===== src/rtl/alu_op_sequencer.sv =====
// alu_op_sequencer: drives data_path strobes for one register-register ALU instruction (Y load, ALU into Z, Z writeback, LO/HI for MUL/DIV).
// Latency: all outputs registered; an instruction holds busy for 3 (unary/immediate), 4 (binary) or 5 (MUL/DIV) cycles, done in the last one.
// Backpressure: none; start is only sampled in IDLE. Define ALU_SEQ_IMM_LOAD_EN to enable the Mdatain immediate-load path.
module alu_op_sequencer #(
  parameter logic [4:0] OP_NOT = 5'b01001,
  parameter logic [4:0] OP_NEG = 5'b01000,
  parameter logic [4:0] OP_MUL = 5'b01111,
  parameter logic [4:0] OP_DIV = 5'b10000
) (
  input  logic        Clock,
  input  logic        clear,
  input  logic        start,
  input  logic [4:0]  op_in,
  input  logic [3:0]  ra,
  input  logic [3:0]  rb,
  input  logic [3:0]  rc,
  input  logic        imm_req,
  output logic [4:0]  op,
  output logic [15:0] r_out,
  output logic [15:0] r_in,
  output logic        Yin,
  output logic        ZHighin,
  output logic        Zlowin,
  output logic        Zhighout,
  output logic        Zlowout,
  output logic        HIin,
  output logic        LOin,
  output logic        MDRin,
  output logic        MDRout,
  output logic        Read,
  output logic        busy,
  output logic        done,
  output logic        err
);

`ifdef ALU_SEQ_IMM_LOAD_EN
  typedef enum logic [2:0] {IDLE, S_Y, S_Z, S_WB, S_WBH, S_RD, S_MW, DONE} state_t;
`else
  typedef enum logic [2:0] {IDLE, S_Y, S_Z, S_WB, S_WBH, DONE} state_t;
`endif

  state_t      state_q, state_d;
  logic [4:0]  op_q, op_d;
  logic [3:0]  ra_q, ra_d, rb_q, rb_d, rc_q, rc_d;
  logic        accept, err_d, wide_d;

  logic [4:0]  op_o_d;
  logic [15:0] r_out_d, r_in_d;
  logic        yin_d, zhighin_d, zlowin_d, zhighout_d, zlowout_d;
  logic        hiin_d, loin_d, mdrin_d, mdrout_d, read_d, busy_d, done_d;

  // Next state and field latch; fields are captured only when a request is accepted.
  always_comb begin
    state_d = state_q;
    op_d    = op_q;
    ra_d    = ra_q;
    rb_d    = rb_q;
    rc_d    = rc_q;
    accept  = 1'b0;
    err_d   = 1'b0;
    case (state_q)
      IDLE: begin
        if (start) begin
          if (op_in == OP_NOT || op_in == OP_NEG) begin
            accept  = 1'b1;
            state_d = S_Z;
          end else if (imm_req) begin
`ifdef ALU_SEQ_IMM_LOAD_EN
            accept  = 1'b1;
            state_d = S_RD;
`else
            err_d   = 1'b1;
`endif
          end else begin
            accept  = 1'b1;
            state_d = S_Y;
          end
        end
      end
      S_Y:   state_d = S_Z;
      S_Z:   state_d = S_WB;
      S_WB:  state_d = (op_q == OP_MUL || op_q == OP_DIV) ? S_WBH : DONE;
      S_WBH: state_d = DONE;
`ifdef ALU_SEQ_IMM_LOAD_EN
      S_RD:  state_d = S_MW;
      S_MW:  state_d = DONE;
`endif
      DONE:  state_d = IDLE;
      default: state_d = IDLE;
    endcase
    if (accept) begin
      op_d = op_in;
      ra_d = ra;
      rb_d = rb;
      rc_d = rc;
    end
  end

  // Strobe decode for the state being entered, so the flops below present them in that state.
  always_comb begin
    wide_d     = (op_d == OP_MUL) || (op_d == OP_DIV);
    r_out_d    = '0;
    r_in_d     = '0;
    yin_d      = 1'b0;
    zhighin_d  = 1'b0;
    zlowin_d   = 1'b0;
    zhighout_d = 1'b0;
    zlowout_d  = 1'b0;
    hiin_d     = 1'b0;
    loin_d     = 1'b0;
    mdrin_d    = 1'b0;
    mdrout_d   = 1'b0;
    read_d     = 1'b0;
    done_d     = 1'b0;
    case (state_d)
      S_Y: begin
        r_out_d = 16'd1 << rb_d;
        yin_d   = 1'b1;
      end
      S_Z: begin
        r_out_d   = 16'd1 << rc_d;
        zlowin_d  = 1'b1;
        zhighin_d = wide_d;
      end
      S_WB: begin
        zlowout_d = 1'b1;
        if (wide_d) loin_d = 1'b1;
        else        r_in_d = 16'd1 << ra_d;
      end
      S_WBH: begin
        zhighout_d = 1'b1;
        hiin_d     = 1'b1;
      end
`ifdef ALU_SEQ_IMM_LOAD_EN
      S_RD: begin
        read_d  = 1'b1;
        mdrin_d = 1'b1;
      end
      S_MW: begin
        mdrout_d = 1'b1;
        r_in_d   = 16'd1 << ra_d;
      end
`endif
      DONE:    done_d = 1'b1;
      default: ;
    endcase
    busy_d = (state_d != IDLE);
    op_o_d = busy_d ? op_d : 5'd0;
  end

  // State, latched fields and registered outputs; clear aborts everything immediately.
  always_ff @(posedge Clock or negedge clear) begin
    if (!clear) begin
      state_q  <= IDLE;
      op_q     <= '0;
      ra_q     <= '0;
      rb_q     <= '0;
      rc_q     <= '0;
      op       <= '0;
      r_out    <= '0;
      r_in     <= '0;
      Yin      <= 1'b0;
      ZHighin  <= 1'b0;
      Zlowin   <= 1'b0;
      Zhighout <= 1'b0;
      Zlowout  <= 1'b0;
      HIin     <= 1'b0;
      LOin     <= 1'b0;
      MDRin    <= 1'b0;
      MDRout   <= 1'b0;
      Read     <= 1'b0;
      busy     <= 1'b0;
      done     <= 1'b0;
      err      <= 1'b0;
    end else begin
      state_q  <= state_d;
      op_q     <= op_d;
      ra_q     <= ra_d;
      rb_q     <= rb_d;
      rc_q     <= rc_d;
      op       <= op_o_d;
      r_out    <= r_out_d;
      r_in     <= r_in_d;
      Yin      <= yin_d;
      ZHighin  <= zhighin_d;
      Zlowin   <= zlowin_d;
      Zhighout <= zhighout_d;
      Zlowout  <= zlowout_d;
      HIin     <= hiin_d;
      LOin     <= loin_d;
      MDRin    <= mdrin_d;
      MDRout   <= mdrout_d;
      Read     <= read_d;
      busy     <= busy_d;
      done     <= done_d;
      err      <= err_d;
    end
  end

endmodule


===== config.mk =====
export PLATFORM = sky130hd
export DESIGN_NAME = alu_op_sequencer
export DESIGN_NICKNAME = d
export VERILOG_FILES = /design/src/rtl/alu_op_sequencer.sv
export SDC_FILE = /design/constraint.sdc
export NUM_CORES = 1
export LEC_CHECK = 0
export ABC_AREA = 1
export CAP_MARGIN = 15
export CORE_MARGIN = 1.5
export CORE_UTILIZATION = 34
export CTS_CLUSTER_DIAMETER = 50
export CTS_CLUSTER_SIZE = 25
export DETAILED_ROUTE_END_ITERATION = 7
export HOLD_SLACK_MARGIN = 0.05
export PLACE_DENSITY = 0.65
export SYNTH_ARGS = -nofsm -noshare
export SYNTH_HDL_FRONTEND = slang
export SYNTH_SLANG_ARGS = --single-unit

===== constraint.sdc =====
create_clock -name Clock -period 2.05 [get_ports Clock]
set_input_delay 0.205 -clock Clock [delete_from_list [all_inputs] [get_ports Clock]]
set_output_delay 0.205 -clock Clock [all_outputs]
set_load 0.01 [all_outputs]

==> results of run 1 <==
layout by cell type, fill, tap and decap left out, types with 2 or more instances in the layout:
cell	synthesis	final
clkdlybuf4s50_1	0	66
clkbuf_8	0	9
buf_12	0	4
nor2_1	34	34
nor3_2	10	10
o21ai_0	3	3
inv_2	10	10
o21ai_2	3	3
nand2_1	70	70
nand3b_1	2	2
nand4_1	8	8
nand2_2	4	4
o21ai_1	6	6
inv_1	30	30
bufinv_16	0	4
buf_4	6	19
nor3_1	4	4
dfrtp_1	66	66
nand3_1	33	33
nor2_2	6	6
conb_1	1	3
layer usage:
layer | vias to the layer above | routed length (um)
li1 | 1155 | -
met1 | 1055 | 2682
met2 | 63 | 2922
met3 | 12 | 332
met4 | 0 | 116
met5 | - | 0
registers in the layout, summed over array words and instances, names as in the netlist, 3 cells and up:
register / cells
state_q: 3
r_out: 16
ra_q: 4
op_q: 5
rc_q: 4
op: 5
rb_q: 4
r_in: 16
cells by family after synthesis:
family          Yosys count
compound gates           17
other cells               1
flops                    66
simple gates            172
buf+inv                  52
area by class of cell:
class	instances	area (um2)
fillers	764	4085
flip-flops and latches	66	1652
well taps	105	131.4
inverters	40	150.1
repair buffers	91	898.4
multi-input cells	192	953.4
clock inverters	6	136.4
clock buffers	10	127.6
worst paths after layout:
path / startpoint / endpoint / slack, ns / cells past startpoint
worst max-delay path: state_q[2]$_DFF_PN0_ / r_in[1]$_DFF_PN0_ / 0.22 / 11
worst min-delay path: clear / r_out[7]$_DFF_PN0_ / 0.41 / 3
worst max register to register: state_q[2]$_DFF_PN0_ / r_in[1]$_DFF_PN0_ / 0.22 / 11
worst min register to register: rb_q[3]$_DFF_PN0_ / rb_q[3]$_DFF_PN0_ / 0.49 / 2
max in group asynchronous: clear / Yin$_DFF_PN0_ / 1.36 / 3
min in group Clock: start / err$_DFF_PN0_ / 0.48 / 3
power groups by stage:
stage	clock, uW	combinational [uW]	sequential, uW
floorplan	0	1540	1920
global placement	0	2670	1840
detailed placement	0	2710	1850
CTS	1460	2740	1830
global route	1530	3020	1860
finish	1430	2720	1820
tightest hold or removal path, stage by stage:
cell	delay (ns)
dlygate4sd3_1	0.52
buf_2	0.12
buf_12	0.30
timing repair:
item / in CTS / in global routing
hold endpoints to repair: 66 / 0
hold buffers: 1 / 0
endpoints found under the setup margin: 0 / 0
through the flow:
| step | utilization | power [uW] | instances |
|---|---|---|---|
| finish | 0.4978 | 5974 | 510 |
| detailed placement | 0.4641 | 4562 | 493 |
| global route | 0.4978 | 6411 | 510 |
| global placement | 0.4641 | 4514 | 493 |
| CTS | 0.4978 | 6029 | 510 |
| floorplan | - | 3461 | 310 |
==> run summary, run 1 <==
total net switching power = 2241 uW
Tcrit/Tclk final = 0.8924
number of global-route vias before repair = 2,233
CP top delay family = simple AND/OR/NAND/NOR gates
Starting Density = 0.3492
antenna violations before repair = 0
type of the worst setup path = reg -> reg
most common library cells after synthesis = nand2_1, dfrtp_1, nor2_1, nand3_1, inv_1
CTS tree = done
Mapped Area = 2840 um2
Netlist cell types = 26
post-synthesis compound-gate area fraction = 0.04537
GPL Wtd Cong = 0.8400
Peak Freq = 546.6 MHz
Area growth syn-to-layout = 42.55%
Seq cells post-synth = 66
Final Worst Setup Slack = 0.2206 ns
Core Rows = 33
largest family of logic cells by synthesized area = simple AND/OR/NAND/NOR gates
final setup violation count = 0
largest net degree at the start of global routing = 67
global route hottest layer = met2
critical path data arrival time = 2.09 ns
GR Util met2 = 0.2362
number of synthesized flops with an enable pin = 0
Worst EP required = 2.31 ns
Hold Path Class = in -> async
number of max-cap violations = 0
Pint = 3733 uW
mux cell area share after synthesis = 0
Port-buffer cells = 67
drt via density = 4.480
Reg power frac = 0.305
RSZ-0062 raised after global routing = false
Setup crit end kind = flip-flop
status = completed
top_reg_cell synth = dfrtp_1
post-cts sizing count = 0
met3 Use GR = 0.04670
met1 usage = 0.1861
total gr overflow = 0
global-route wire length before repair = 10,050 um
Gate power share = 0.455
Synthesis Warnings = 0
Setup TNS = 0 ns
VDD IR max = 793.7 uV
Sw Ratio = 0.3752
CTS clock-pin slew for the worst setup and hold paths = 0.07 ns
max-slew violation count = 0
All-Layer GR Usage = 0.1489
# clock sinks = 66
FFs w/ async S/R, synth = 1.000
Tmin final = 1.829 ns
syn avg cell area = 9.222 um2
xor and xnor fraction of the mapped netlist area = 0
sequential area share after synthesis = 0.5815
drt pass-1 iters = 4
synth top area cells = dfrtp_1, nand2_1, nand3_1
post-synth top area cell = dfrtp_1
H-tree Lvls = 3
Antenna Nets Post-Route = 0
final hold slack = 0.4130 ns
final hold vios = 0
Placed Area = 3775 um2
maximum root-to-sink buffer count = 2
fraction of the mapped netlist area in adder cells = 0
Residual DRC = 0
Avg WL per Cell = 11.87 um
width of the chip = 94.40 um
Crit Path Max Fanout = 13
post-synth top area share = 0.5815
chip height = 94.40 um
NumNets Final = 421
Buf/Inv on CP = 3
number of I/O pins = 71
Setup WS pre-CTS = -0.04699 ns
post-synthesis simple-gate area fraction = 0.2863
dpl hpwl = 4368 um
wirelength, routed = 6054 um
crit-path cells = inv_2, nand2_1, nor2_2, nand2_2, buf_4, o21ai_0, nor2_1, nand2_1, nand2_2, buf_12, nor3_1
P_leak = 0.001957 uW
die area = 8911 um2
synthesized instance count = 308
DRT iter0 DRCs = 70
clock power share = 0.240
pwr dens = 1475 nW/um2
root buffer cell = clkbuf_8
Crit path largest cell delay = 0.44 ns
most common cell in the netlist = nand2_1
CTS buffer count = 9
postcts setup bufs = 0
slowest cell on the critical path = dfrtp_1
design area = 4049 um2
number of antenna diodes = 0
via count = 2,285
Max Clock Skew = 0.007046 ns
core area = 8134 um2
fraction of layout cells with a size suffix above 1 = 0.1877
worst-skew pair later-pin latency = 0.34 ns
startpoint types = flip-flop
(Power assumes the default switching activity.)
==> run 2: changes to the inputs <==
--- a/config.mk
+++ b/config.mk
@@ -9,11 +9,11 @@
 export CAP_MARGIN = 15
 export CORE_MARGIN = 1.5
 export CORE_UTILIZATION = 34
-export CTS_CLUSTER_DIAMETER = 50
+export CTS_CLUSTER_DIAMETER = 60
 export CTS_CLUSTER_SIZE = 25
 export DETAILED_ROUTE_END_ITERATION = 7
 export HOLD_SLACK_MARGIN = 0.05
-export PLACE_DENSITY = 0.65
+export PLACE_DENSITY = 0.69
 export SYNTH_ARGS = -nofsm -noshare
 export SYNTH_HDL_FRONTEND = slang
 export SYNTH_SLANG_ARGS = --single-unit
==> run summary, run 2 (same netlist as run 1, synthesis figures left out) <==
clock power share = 0.196 (was 0.240)
via count = 2,270 (was 2,285)
Tmin final = 1.850 ns (was 1.829 ns)
pwr dens = 1408 nW/um2 (was 1475 nW/um2)
CTS clock-pin slew for the worst setup and hold paths = 0.08 ns (was 0.07 ns)
Avg WL per Cell = 11.94 um (was 11.87 um)
Max Clock Skew = 0.006970 ns (was 0.007046 ns)
Gate power share = 0.479 (was 0.455)
Worst Reg-to-Reg Cells = 13 (was 11)
Residual DRC = 0 (unchanged)
total gr overflow = 0 (unchanged)
Port-buffer cells = 67 (unchanged)
met2 wire len = 2919 um (was 2922 um)
Worst EP required = 2.33 ns (was 2.31 ns)
startpoint types = flip-flop (unchanged)
drt pass-1 iters = 4 (unchanged)
critical path data arrival time = 2.13 ns (was 2.09 ns)
H-tree Lvls = 3 (unchanged)
largest net degree at the start of global routing = 30 (was 67)
die area = 8911 um2 (unchanged)
Starting Density = 0.3492 (unchanged)
number of I/O pins = 71 (unchanged)
max-slew violation count = 0 (unchanged)
Peak Freq = 540.4 MHz (was 546.6 MHz)
width of the chip = 94.40 um (unchanged)
DRT iter0 DRCs = 83 (was 70)
RSZ-0062 raised after global routing = false (unchanged)
Core Util, Final = 0.4890 (was 0.4978)
Area growth syn-to-layout = 40.04% (was 42.55%)
All-Layer GR Usage = 0.1529 (was 0.1489)
met3 routed wirelength = 333 um (was 332 um)
NumNets Final = 421 (unchanged)
chip height = 94.40 um (unchanged)
Reg power frac = 0.325 (was 0.305)
met1 WL = 2738 um (was 2682 um)
total net switching power = 2269 uW (was 2241 uW)
Setup crit end kind = flip-flop (unchanged)
CTS tree = done (unchanged)
worst-skew pair later-pin latency = 0.35 ns (was 0.34 ns)
Reg2Reg Capture Point = LOin$_DFF_PN0_ (was r_in[1]$_DFF_PN0_)
reg2reg setup slack = 0.20 ns (was 0.22 ns)
final setup violation count = 0 (unchanged)
Crit Path Max Fanout = 13 (unchanged)
number of global-route vias before repair = 2,201 (was 2,233)
number of antenna diodes = 0 (unchanged)
maximum root-to-sink buffer count = 2 (unchanged)
GPL Wtd Cong = 0.8331 (was 0.8400)
final hold slack = 0.4089 ns (was 0.4130 ns)
Hold Path Class = in -> async (unchanged)
drt via density = 4.451 (was 4.480)
Sw Ratio = 0.4051 (was 0.3752)
VDD IR max = 516.5 uV (was 793.7 uV)
antenna violations before repair = 0 (unchanged)
Slew @ Worst Pin = 0.6450 ns
uppermost layer routed = met4 (unchanged)
final hold vios = 0 (unchanged)
Antenna Nets Post-Route = 0 (unchanged)
postcts setup bufs = 0 (unchanged)
Core Rows = 33 (unchanged)
Tcrit/Tclk final = 0.9026 (was 0.8924)
wirelength, routed = 6088 um (was 6054 um)
Slew headroom = 0.5700
status = completed (unchanged)
# clock sinks = 66 (unchanged)
most frequent cells in the layout = nand2_1, dfrtp_1, clkdlybuf4s50_1, nor2_1, nand3_1 (unchanged)
dpl hpwl = 4463 um (was 4368 um)
number of max-cap violations = 0 (unchanged)
type of the worst setup path = reg -> reg (unchanged)
P_leak = 0.001916 uW (was 0.001957 uW)
CTS buffer count = 9 (unchanged)
core area = 8134 um2 (unchanged)
largest registers = r_in: 16 flops, r_out: 16 flops (unchanged)
fraction of layout cells with a size suffix above 1 = 0.1926 (was 0.1877)
FF-to-FF Start = state_q[2]$_DFF_PN0_ (unchanged)
root buffer cell = clkbuf_8 (unchanged)
global-route wire length before repair = 10,210 um (was 10,050 um)
most common cell after layout, fill and taps aside = nand2_1 (unchanged)
Pint = 3332 uW (was 3733 uW)
[run 2: cell types whose count changed in the layout (fill, tap and decap cells not counted), sizes merged]
cell,change
clkinvlp,+3
bufinv,-3
inv,+1
clkbuf,-1
[run 2: cell type report]
class | count | area (um2)
repair buffers | 91 | 885.9
multi-input cells | 192 | 957.2
well taps | 105 | 131.4
clock inverters | 7 | 77.57
flip-flops and latches | 66 | 1652
fillers | 750 | 4156
clock buffers | 9 | 123.9
inverters | 40 | 150.1
[run 2: worst max-delay path by stage]
| stage | from | to | slack (ns) |
|---|---|---|---|
| after floorplan | state_q[2]$_DFF_PN0_ | r_in[10]$_DFF_PN0_ | 0.34 |
| after global placement | op_in[3] | ZHighin$_DFF_PN0_ | -0.04 |
| after detailed placement | op_in[3] | ZHighin$_DFF_PN0_ | -0.06 |
| after CTS | state_q[2]$_DFF_PN0_ | ZHighin$_DFF_PN0_ | 0.17 |
| after global routing | state_q[2]$_DFF_PN0_ | LOin$_DFF_PN0_ | 0.04 |
| final | state_q[2]$_DFF_PN0_ | LOin$_DFF_PN0_ | 0.20 |
[run 2: repair_timing]
action,in CTS,in global routing
gates resized for setup,0,1
endpoints found under the hold margin,26,0
endpoints found under the setup margin,0,1
hold buffers,1,0
[run 2: metal layers]
layer,global-route usage,vias to the layer above
li1,-,1153
met1,0.1944,1047
met2,0.2440,61
met3,0.04670,9
met4,0.05970,0
met5,0,-
[run 2: stage by stage]
step                      TNS (ns)  total power, uW  instances  setup slack, ns  instance area (um2)
after detailed placement   -0.8798             4522        493         -0.06225                 3762
final                            0             5601        510           0.1996                 3978
after CTS                        0             5639        510           0.1703                 3974
after floorplan                  0             3461        310           0.3450                 2848
after global routing             0             6056        510          0.04035                 3978
after global placement     -0.5257             4461        493         -0.03914                 3762
[run 2: critical path, stage by stage (launching register included)]
cell     delay [ns]
dfrtp_1        0.45
inv_2          0.10
nand2_1        0.08
nor2_2         0.15
nand2_2        0.09
buf_4          0.17
nand2_1        0.05
nand2_1        0.08
nor2_1         0.12
nand3_1        0.14
nand2_2        0.11
buf_12         0.15
inv_2          0.04
nor2_1         0.07
[run 2: power by group through the flow]
stage,clock (uW),combinational (uW),sequential [uW]
6_report,1100,2680,1820
3_3_place_gp,0,2620,1840
3_5_place_dp,0,2670,1850
4_1_cts,1120,2690,1820
5_1_grt,1210,3000,1860
2_1_floorplan,0,1540,1920
